`config.mk`:
```
export PLATFORM = sky130hd
export DESIGN_NAME = pt2262_tx_scheduler
export DESIGN_NICKNAME = d
export VERILOG_FILES = /design/src/rtl/pt2262_tx_scheduler.sv
export SDC_FILE = /design/constraint.sdc
export NUM_CORES = 1
export LEC_CHECK = 0
export ABC_AREA = 1
export BUFFER_PORTS_ARGS = -buffer_cell sky130_fd_sc_hd__buf_4
export CAP_MARGIN = 20
export CORE_MARGIN = 8
export CORE_UTILIZATION = 45
export DETAILED_ROUTE_END_ITERATION = 8
export MAX_ROUTING_LAYER = met4
export PLACE_DENSITY = 0.65
export SETUP_SLACK_MARGIN = 0.5
export SYNTH_ARGS = -nofsm -noshare
export SYNTH_HDL_FRONTEND = slang
export SYNTH_SLANG_ARGS = --single-unit
```
`constraint.sdc`:
```
create_clock -name clk -period 5.2 [get_ports clk]
set_clock_uncertainty 0.1 [all_clocks]
set_input_delay 0.52 -clock clk [delete_from_list [all_inputs] [get_ports clk]]
set_output_delay 0.52 -clock clk [all_outputs]
set_load 0.05 [all_outputs]
```
`src/rtl/pt2262_tx_scheduler.sv`:
```
// pt2262_tx_scheduler: round-robin share of one PT2262 encoder, REPEAT watchdog-supervised frames per granted word
module pt2262_tx_scheduler #(
  parameter int NREQ    = 4,
  parameter int REPEAT  = 4,
  parameter int TIMEOUT = 250000
) (
  input  logic              clk,
  input  logic              reset,
  input  logic [NREQ-1:0]   req_i,
  input  logic [8*NREQ-1:0] addr_i,
  input  logic [4*NREQ-1:0] data_i,
  output logic [NREQ-1:0]   gnt_o,
  output logic [NREQ-1:0]   ack_o,
  output logic              err_o,
  output logic [7:0]        enc_A,
  output logic [3:0]        enc_D,
  output logic              enc_start,
  input  logic              enc_frame_done,
  output logic              busy_o
);
  localparam int PW = $clog2(NREQ);
  localparam int WW = $clog2(TIMEOUT);
  localparam logic [NREQ-1:0] ONE = NREQ'(1);
  typedef enum logic [2:0] {IDLE, GRANT, START, WAIT_FRAME, DONE, FAIL} state_t;
  state_t state_q, state_d;
  logic [PW-1:0] owner_q, owner_d, rr_q, rr_d, off, pick, rr_next;
  logic [PW:0] sum;
  logic [2*NREQ-1:0] req_rot;
  logic [3:0] cnt_q, cnt_d, cnt_inc;
  logic [WW-1:0] wd_q, wd_d;
  logic serving_d;
  assign cnt_inc = cnt_q + 4'd1;
  assign rr_next = owner_q == PW'(NREQ - 1) ? '0 : owner_q + 1'b1;
  assign sum = {1'b0, rr_q} + {1'b0, off};
  assign pick = PW'(sum >= (PW+1)'(NREQ) ? sum - (PW+1)'(NREQ) : sum);
  assign serving_d = state_d == GRANT || state_d == START || state_d == WAIT_FRAME;
  // rotate requests so bit 0 is rr_q, then take the smallest offset that is requesting
  always_comb begin
    req_rot = {req_i, req_i} >> rr_q;
    off = '0;
    for (int i = NREQ - 1; i >= 0; i--) if (req_rot[i]) off = PW'(i);
  end
  // sequencer: arbitration, frame loop, watchdog and completion
  always_comb begin
    state_d = state_q;
    owner_d = owner_q;
    rr_d = rr_q;
    cnt_d = cnt_q;
    wd_d = wd_q;
    case (state_q)
      IDLE: if (|req_i) begin
        state_d = GRANT;
        owner_d = pick;
      end
      GRANT: begin
        cnt_d = '0;
        state_d = START;
      end
      START: begin
        wd_d = '0;
        state_d = WAIT_FRAME;
      end
      WAIT_FRAME: begin
        wd_d = wd_q == '1 ? wd_q : wd_q + 1'b1;
        if (enc_frame_done) begin
          cnt_d = cnt_inc;
          state_d = !req_i[owner_q] ? FAIL : cnt_inc == 4'(REPEAT) ? DONE : START;
        end else if (wd_q == WW'(TIMEOUT - 2)) state_d = FAIL;
      end
      DONE, FAIL: begin
        rr_d = rr_next;
        state_d = IDLE;
      end
      default: state_d = IDLE;
    endcase
  end
  // state plus all outputs are flops fed from the next state, so outputs carry no decode glitches
  always_ff @(posedge clk) begin
    if (!reset) begin
      state_q <= IDLE;
      owner_q <= '0;
      rr_q <= '0;
      cnt_q <= '0;
      wd_q <= '0;
      gnt_o <= '0;
      ack_o <= '0;
      err_o <= 1'b0;
      enc_start <= 1'b0;
      busy_o <= 1'b0;
      enc_A <= '0;
      enc_D <= '0;
    end else begin
      state_q <= state_d;
      owner_q <= owner_d;
      rr_q <= rr_d;
      cnt_q <= cnt_d;
      wd_q <= wd_d;
      gnt_o <= serving_d ? ONE << owner_d : '0;
      ack_o <= state_d == DONE ? ONE << owner_q : '0;
      err_o <= state_d == FAIL;
      enc_start <= state_d == START;
      busy_o <= state_d != IDLE;
      if (state_d == GRANT) begin
        enc_A <= addr_i[{owner_d, 3'b000} +: 8];
        enc_D <= data_i[{owner_d, 2'b00} +: 4];
      end
    end
  end
endmodule

```
Word-level counts from Yosys, hierarchy flattened
Cells that the tools add are included.

cells by class
  eq/ne operators = 16
  multiplexer cells = 20
  shift-type cells = 5
  magnitude comparators = 2
  add/sub/neg operators = 5
  reductions and logical operators = 12

operators with widths
  cell                   number
  $eq 18x18->1 const B   2
  $pmux 18 s2            1
  $shiftx 32x6->8        1
  $add 18x1->18 const B  1
  $mux 18                1
  $mux 2                 8
  $shiftx 16x5->4        1
  $mux 3                 5
  $eq 3x2->1 const B     4
  $eq 3x3->1 const B     4
  $pmux 3 s4             1
  $pmux 4 s2             1
  $reduce_and 2->1       4
  $shl 1x2->4 const A    2
  $shr 8x2->4            1
  $eq 3x1->1 const B     2
  $add 4x1->4 const B    1
  $eq 4x3->1 const B     1
  $mux 4                 1
  $ne 2x2->1 const B     2
  $reduce_bool 2->1      2
  $reduce_or 4->1        1
  $add 2x2->3            1
  $ge 3x3->1 const B     1
  other kinds (10)       11

word-level totals
  output and inout bits = 23
  logic and storage cells = 72
  bits of input ports = 55
  register bits after elaboration = 52

Depth between registers and ports, before layout
Gate-level depths: netlist of run 1.

  depth after elaboration = 11
  mapped depth = 17
  mapped depth without buffers = 16

Worst setup path before layout of run 1
OpenSTA, ideal clock, no wires.

  path type = input-to-reg
  start point = input port req_i[1]
  end point = register enc_A[5]
  setup slack = 2.993 ns
  library setup time = 0.109 ns
  data required time = 4.991 ns
  stages = 16
  arrival time = 1.998 ns
  buffers on the path = 1
  cells stage by stage = nand2_1 > nand3_1 > nand2_1 > nand3_1 > a21boi_0 > ha_1 > nand3b_1 > nand2_4 > inv_6 > buf_6 > nand2_1 > nand2_1 > nand3_1 > nand3_1 > nand2_1 > inv_1

on the way
  word-level cells in the longest chain between the ends = 11
  elaborated cells between the ends (all ways) = 20
  those cells by class = add/sub (2); order compare (1); eq/ne (1); shift (2); mux (13); reduce/logical (1)

ends and longest elaborated chain
  element                                           RTL line  RTL
  from (decl)                                       9         input logic [NREQ-1:0] req_i,
  $shr 8x2->4                                       39        req_rot = {req_i, req_i} >> rr_q;
  $mux 2 (4 in series)                              41        for (int i = NREQ - 1; i >= 0; i--) if (req_rot[i]) off = PW'(i);
  $add 2x2->3                                       34        assign sum = {1'b0, rr_q} + {1'b0, off};
  $ge 3x3->1 / $sub 2x1->2 (equally long branches)  35        assign pick = PW'(sum >= (PW+1)'(NREQ) ? sum - (PW+1)'(NREQ) : sum);
  $mux 2                                            35
  $mux 2                                            51        IDLE: if (|req_i) begin
  $mux 2                                            50        case (state_q)
  $shiftx 32x6->8                                   104       enc_A <= addr_i[{owner_d, 3'b000} +: 8];
  to (signal assigned)                              104
  to (decl)                                         15        output logic [7:0] enc_A,

Parallel ways exist; a longest one is shown, timed or not. The select of a mux whose other input is x is not followed.
A chain may end at the register's enable or synchronous reset.

Final worst setup path of run 1
  start point = register rr_q[0]
  end point = register enc_D[1]

on the way
  word-level cells in the longest chain between the ends = 11
  elaborated cells between the ends (all ways) = 12
  those cells by class = add/sub (2); order compare (1); shift (2); mux (7)

ends and longest elaborated chain
  element                                           RTL line  RTL
  from (decl)                                       26        logic [PW-1:0] owner_q, owner_d, rr_q, rr_d, off, pick, rr_next;
  from (signal assigned)                            95        rr_q <= rr_d;
  $shr 8x2->4                                       39
  $mux 2 (4 in series)                              41
  $add 2x2->3 (*)                                   34
  $ge 3x3->1 / $sub 2x1->2 (equally long branches)  35
  $mux 2 (*)                                        35
  $mux 2 (*)                                        51
  $mux 2 (*)                                        50
  $shiftx 16x5->4 (*)                               105       enc_D <= data_i[{owner_d, 2'b00} +: 4];
  to (signal assigned)                              105
  to (decl)                                         16        output logic [3:0] enc_D,

Mark *: on every way between the ends. The rest lies on a longest branch, timed or not.

==> results of run 1 <==
## critical path, delay by kind of cell, from the launching register on
| family | cells | cell delay (ns) |
|---|---|---|
| DFF | 1 | 0.43 |
| AOI/OAI and AO/OA | 1 | 0.18 |
| adders and majority gates | 1 | 0.19 |
| xor gates and xnor gates | 1 | 0.17 |
| buffers and inverters | 3 | 0.26 |
| and+or+nand+nor | 9 | 1.19 |
## synth_stat cells (2+ instances only)
cell      number  area share
inv_2          3      0.0036
nand2_1      160        0.19
ha_1           6       0.024
nand3_1       68        0.11
buf_2          6      0.0096
xor2_1         5       0.014
o21ai_0        9       0.014
a21oi_1       16       0.026
nor3_1         8       0.013
nand4_1       12       0.024
a21oi_2        5       0.014
nand2_2        3      0.0060
nor2_2         2      0.0040
buf_6          3       0.011
buf_4          3      0.0072
nand3b_1       3      0.0072
inv_1         45       0.054
a31oi_1        2      0.0040
or2_2          2      0.0040
dfxtp_1       52        0.33
nor2_1        65       0.078
clkbuf_1       3      0.0036
xnor2_1        2      0.0056
## power groups by stage
stage | sequential (mW) | clock [mW] | combinational [mW]
after floorplan | 0.590 | 0 | 0.313
after CTS | 0.475 | 0.246 | 0.559
after detailed placement | 0.483 | 0 | 0.558
after global routing | 0.481 | 0.262 | 0.624
after global placement | 0.485 | 0 | 0.553
final | 0.475 | 0.239 | 0.559
## metrics by stage
stage	area, um^2	total power, mW	cells
finish	3820	1.27	648
global route	3820	1.37	648
CTS	3790	1.28	647
detailed placement	3700	1.04	639
global placement	3700	1.04	639
floorplan	3130	0.903	498
## cell type report
| cell class | count | area, um^2 | share of cell area |
|---|---|---|---|
| multi-input cells | 380 | 1790 | 0.469 |
| flip-flops and latches | 52 | 1040 | 0.272 |
| repair buffers | 78 | 606 | 0.158 |
| inverters | 50 | 193 | 0.0504 |
| well taps | 80 | 100 | 0.0262 |
| clock buffers | 5 | 68.8 | 0.0180 |
| clock inverters | 3 | 21.3 | 0.00556 |
## cells by family after synthesis
kind of cell / share of synthesized area
AO/OA/AOI/OAI: 0.0684
XOR/XNOR: 0.0196
adder cells (fa/ha/maj): 0.0240
buffers and inverters: 0.0940
flip-flops: 0.333
AND/OR/NAND/NOR: 0.461
## registers in the layout, summed over array words and instances, names as in the netlist, 2 cells and up
| name | cells |
|---|---|
| ack_o | 4 |
| enc_A | 8 |
| rr_q | 2 |
| state_q | 3 |
| cnt_q | 4 |
| wd_q | 18 |
| gnt_o | 4 |
| owner_q | 2 |
| enc_D | 4 |
## worst max path at each step
stage,start,endpoint,slack (ns),depth (start not counted)
2_1_floorplan,req_i[1],enc_A[5],2.99,16
3_5_place_dp,req_i[0],gnt_o[3],2.41,9
4_1_cts,rr_q[0],enc_D[2],2.61,16
6_report,rr_q[0],enc_D[1],2.57,15
5_1_grt,rr_q[0],enc_D[1],2.23,16
3_3_place_gp,req_i[0],gnt_o[3],2.44,9
## per-layer routing
| layer | vias up | track usage |
|---|---|---|
| li1 | 1729 | - |
| met1 | 1445 | 0.242 |
| met2 | 85 | 0.274 |
| met3 | 5 | 0.0426 |
| met4 | 0 | 0.0384 |
| met5 | - | - |
## cell usage in the layout, fill, tap and decap left out, drive strengths merged
| cell | Yosys | routed |
|---|---|---|
| clkbuf | 3 | 5 |
| nand3b | 3 | 3 |
| a31o | 1 | 1 |
| or2 | 4 | 4 |
| buf | 13 | 78 |
| clkinvlp | 0 | 1 |
| o21ai | 10 | 10 |
| nand3 | 69 | 69 |
| clkinv | 1 | 2 |
| xnor2 | 2 | 2 |
| a21oi | 21 | 21 |
| a21boi | 1 | 1 |
| ha | 6 | 6 |
| nand2 | 164 | 164 |
| nor4 | 1 | 1 |
| nand4 | 12 | 12 |
| nor3 | 9 | 9 |
| nor2 | 68 | 68 |
| xor2 | 5 | 5 |
| inv | 49 | 50 |
| a21o | 1 | 1 |
| and3 | 1 | 1 |
| dfxtp | 52 | 52 |
| a31oi | 2 | 2 |
==> metrics, run 1 <==
status=finished, final reports clean; syn nets=559; EDFF count, synth=0; DRT iter0 DRCs=161; antenna cell count=0; first-pass GRT wire length=14.7 mm; synthesized area=3130 um^2; Crit-path slowest cell=dfxtp_1; crit share post-route=0.505; Max Root-Sink Buffers=2; top_reg_cell synth=dfxtp_1; post-synth cell types=38; Switch Pwr=559 uW; Root Buffer Master=clkbuf_8; vias in the first global route=3170; dpl hpwl=6.52 mm; share of layout cells above drive strength 1=0.194; Yosys reg bits=52; Worst EP required=5.31 ns; max-slew violation count=0; Critical Path Sink Type=flop; Clock Latency Late Sink=0.31 ns; Setup CP Type=flop to flop; H-tree depth=2; clock group share of total power=0.188; vias per cell=5.04; final core occ=0.566; Pwr Density=333 nW/um^2; crit path max fanout=12; initial antenna violation count=0; I/O pin total=78; post_cts resized=0; Layout Nets=~630; Peak VDD IR=roughly 0.0002 V; Relative slew margins=0.549; All-Layer GR Usage=0.182; f_max=0.381 GHz; FP Rows=30; Initial Util=0.463; Die Y=between 90 and 100 um; worst r2r src=rr_q[0]; met2 routed WL=3.85 mm; total grt overflow=0; share of power burned in registers=0.373; final setup vio count=0; Mapped Cells=approximately 500; P&R area growth vs syn=22.2%; CTS tree=yes; register area share after synthesis=0.333; Crit path top cell by count=nand3_1; MaxCap Viol Count=0; Max Used Layer=met4; Post-Place Worst Slack=2.41 ns; WL final=about 8.5 mm; critical path arrival=2.73 ns; minimum clock period=2.63 ns; FILL cells=slightly above 700; DR WL/cell=13.1 um; Final ANT Viol Nets=0; switching part of the total power=0.439; min-delay src=cnt_q[3]; Metal-1 WL=4.07 mm; largest net degree at the start of global routing=32; combinational share of power=0.439; DRC Markers=0; Core Area=6760 um^2; Worst setup SP type=flop; Syn Area/Cell=6.28 um^2; Slew @ Worst Pin=0.672 ns; Final Hold Fails=0; port bufs=77; final worst setup slack=around 2.6 ns; WL met3=~540 um; CTS sink cnt=between 50 and 60; GPL Wtd Cong=about 0.9; P_leak=1.85 nW; min-delay worst type=flop to flop; Die X=99.4 um; CTS Buf Count=5; RSZ-0062 raised after global routing=false; clock-pin slew on the worst setup and hold paths=roughly 0.1 ns; worst reg-to-reg setup slack=2.57 ns; drt first pass iters=4; hold_buf cts=0; hold depth=2; die area=about 9900 um^2; crit-path max cell delay=0.43 ns; Hold EP=cnt_q[3]; Setup Buffers After CTS=0; worst hold margin=0.384 ns; R2R cell count=15; crit-path cells=inv_1, nand2_1, nand3_1, nand2_1, nand3_1, a21boi_0, ha_1, xnor2_1, inv_1, nand3_1, nand3_1, nand3_1, nand3_1, nand2_1, inv_1; Setup TNS=0 ns; post-synthesis async set-or-reset flop share=0; via count=3264; yosys warns=0; worst reg2reg endpoint=enc_D[1]; Int Pwr=714 uW
Note: power is estimated with default switching activity, not from simulation.
==> run 2, diff against run 1 <==
--- a/config.mk
+++ b/config.mk
@@ -12,7 +12,7 @@
 export CORE_UTILIZATION = 45
 export DETAILED_ROUTE_END_ITERATION = 8
 export MAX_ROUTING_LAYER = met4
-export PLACE_DENSITY = 0.65
+export PLACE_DENSITY = 0.68
 export SETUP_SLACK_MARGIN = 0.5
 export SYNTH_ARGS = -nofsm -noshare
 export SYNTH_HDL_FRONTEND = slang
==> constraint.sdc (replaced) <==
create_clock -name clk -period 2.2 [get_ports clk]
set_clock_uncertainty 0.1 [all_clocks]
set_input_delay 0.22 -clock clk [delete_from_list [all_inputs] [get_ports clk]]
set_output_delay 0.22 -clock clk [all_outputs]
set_load 0.05 [all_outputs]
==> run 2 against run 1 <==
  * The flow now finishes with violations (negative setup slack)
  * Global-route usage increased by 1.3 points
  * Count of clock-buffer cells in the layout increased by 1
  * Utilization rose by 9.6 points
  * Highest routed layer unchanged
==> metrics, run 2 (synthesis gave the netlist of run 1 again) <==
status=finished, violations left (was finished, final reports clean); failing checks=negative setup slack; via count=3510 (was 3264); hold_buf cts=0 (unchanged); Core Area=6760 um^2 (unchanged); commonest non-fill, non-tap cell in the layout=nand2_1 (unchanged); Max Root-Sink Buffers=2 (unchanged); Top reg by flops=wd_q (unchanged); Int Pwr=2.03 mW (was 714 uW); share of power burned in registers=0.323 (was 0.373); DR WL/cell=14.3 um (was 13.1 um); combinational share of power=0.471 (was 0.439); most frequent cells in the layout=nand2_1, buf_4, nor2_1, nand3_1, inv_1 (was nand2_1, buf_4, nand3_1, nor2_1, dfxtp_1); GPL Wtd Cong=0.953 (was 0.902); critical path arrival=2.41 ns (was 2.73 ns); DRT iter0 DRCs=194 (was 161); final setup vio count=12 (was 0); H-tree depth=2 (unchanged); Final Hold Fails=0 (unchanged); Layout Nets=666 (was 628); MaxCap Viol Count=0 (unchanged); Slew @ Worst Pin=0.523 ns (was 0.672 ns); die area=9880 um^2 (unchanged); Worst setup SP type=flop (unchanged); dpl hpwl=6.75 mm (was 6.52 mm); Worst EP required=2.36 ns (was 5.31 ns); crit share post-route=1.02 (was 0.505); fin cells=686 (was 648); vias per cell=5.12 (was 5.04); I/O pin total=78 (unchanged); FP Rows=30 (unchanged); Die Y=99.4 um (unchanged); f_max=0.444 GHz (was 0.381 GHz); max-slew violation count=0 (unchanged); clock-pin slew on the worst setup and hold paths=0.10 ns (about the same); initial antenna violation count=0 (unchanged); worst hold margin=0.0949 ns (was 0.384 ns); final worst setup slack=-0.0501 ns (was 2.57 ns); Peak VDD IR=0.000454 V (was 0.000201 V); drt first pass iters=4 (unchanged); largest net degree at the start of global routing=27 (was 32); CTS tree=yes (unchanged); Largest register FFs=18 (unchanged); Setup CP Type=flop to flop (unchanged); first-pass GRT wire length=15.6 mm (was 14.7 mm); DRC Markers=0 (unchanged); minimum clock period=2.25 ns (was 2.63 ns); Pwr Density=773 nW/um^2 (was 333 nW/um^2); total grt overflow=0 (unchanged); share of layout cells above drive strength 1=0.355 (was 0.194); antenna cell count=0 (unchanged); vias in the first global route=3405 (was 3170); Post-Place Worst Slack=0.0128 ns (was 2.41 ns); Relative slew margins=0.651 (was 0.549); WL final=9.78 mm (was 8.51 mm); placed cell count=650 (was 639); All-Layer GR Usage=0.195 (was 0.182); clock group share of total power=0.206 (was 0.188); Final ANT Viol Nets=0 (unchanged); Die X=99.4 um (unchanged); Clock Latency Late Sink=0.31 ns (about the same); RSZ-0062 raised after global routing=true (was false); Switch Pwr=1.42 mW (was 559 uW); Root Buffer Master=clkbuf_8 (unchanged); min-delay worst type=primary input to flop (was flop to flop); Initial Util=0.463 (unchanged); largest registers=wd_q x18, enc_A x8 (unchanged); crit path max fanout=7 (was 12); P&R area growth vs syn=43.0% (was 22.2%); CTS sink cnt=52 (unchanged); Critical Path Sink Type=flop (unchanged); port bufs=77 (unchanged); CTS Buf Count=5 (unchanged); switching part of the total power=0.412 (was 0.439); P_leak=2.14 nW (was 1.85 nW)
## run 2: cell types whose count changed in the layout (fill, tap and decap cells not counted), sizes merged
cell    change
inv         -2
buf        +36
clkbuf      +2
clkinv      +1
bufinv      +1
## run 2: path summary, 6_finish.rpt
check	startpoint	endpoint	slack, ns	cells after the start
min	reset	cnt_q[0]	0.09	3
max reg2reg	rr_q[0]	enc_A[3]	-0.05	15
max	rr_q[0]	enc_A[3]	-0.05	15
min reg2reg	cnt_q[3]	cnt_q[3]	0.38	2
## run 2: power groups by stage
| stage | sequential [mW] | clock (mW) | combinational, mW |
|---|---|---|---|
| 2_1_floorplan | 1.40 | 0 | 0.743 |
| 3_3_place_gp | 1.13 | 0 | 1.39 |
| 3_5_place_dp | 1.13 | 0 | 1.40 |
| 4_1_cts | 1.12 | 0.725 | 1.55 |
| 5_1_grt | 1.13 | 0.757 | 1.77 |
| 6_report | 1.12 | 0.711 | 1.63 |
## run 2: through the flow
| stage | instance area [um^2] | power, mW | utilization | TNS (ns) |
|---|---|---|---|---|
| finish | 4470 | 3.46 | 0.662 | -0.398 |
| detailed placement | 3810 | 2.53 | 0.564 | 0 |
| CTS | 4250 | 3.39 | 0.630 | 0 |
| floorplan | 3140 | 2.14 | - | 0 |
| global route | 4470 | 3.66 | 0.662 | -2.53 |
| global placement | 3810 | 2.52 | 0.564 | 0 |
## run 2: area by class of cell
type                    instances  area (um^2)
clock inverters                 2         38.8
multi-input cells             380         2030
well taps                      80          100
repair inverters                1         7.51
flip-flops and latches         52         1070
repair buffers                115          928
clock buffers                   6         82.6
fillers                       581         2280
inverters                      50          215
## run 2: worst max-delay path: stages (launching register included)
cell and delay [ns]:
dfxtp_4 0.39, inv_6 0.09, nand2_1 0.09, nand3_1 0.08
nand2_1 0.10, a21boi_2 0.16, ha_2 0.27, nand3b_1 0.19
nand2_4 0.19, clkbuf_16 0.18, nand2_1 0.04, nand2_1 0.06
nand3_1 0.07, nand3_1 0.11, nand2_1 0.05, inv_1 0.04
## run 2: timing repair
action | CTS | global route
endpoints found under the setup margin | 42 | 45
buffers inserted | 20 | 6
gates cloned | 1 | 1
gates resized for setup | 47 | 50
pin swaps | 15 | 20
## run 2: routing by layer
metal / share of wire / wire length [um] / track usage / vias to the layer above
met2: 0.49 / 4810 / 0.319 / 104
met4: 0.014 / 133 / 0.0501 / 0
li1: - / - / - / 1811
met5: 0 / 0 / - / -
met1: 0.44 / 4320 / 0.238 / 1581
met3: 0.053 / 520 / 0.0391 / 14
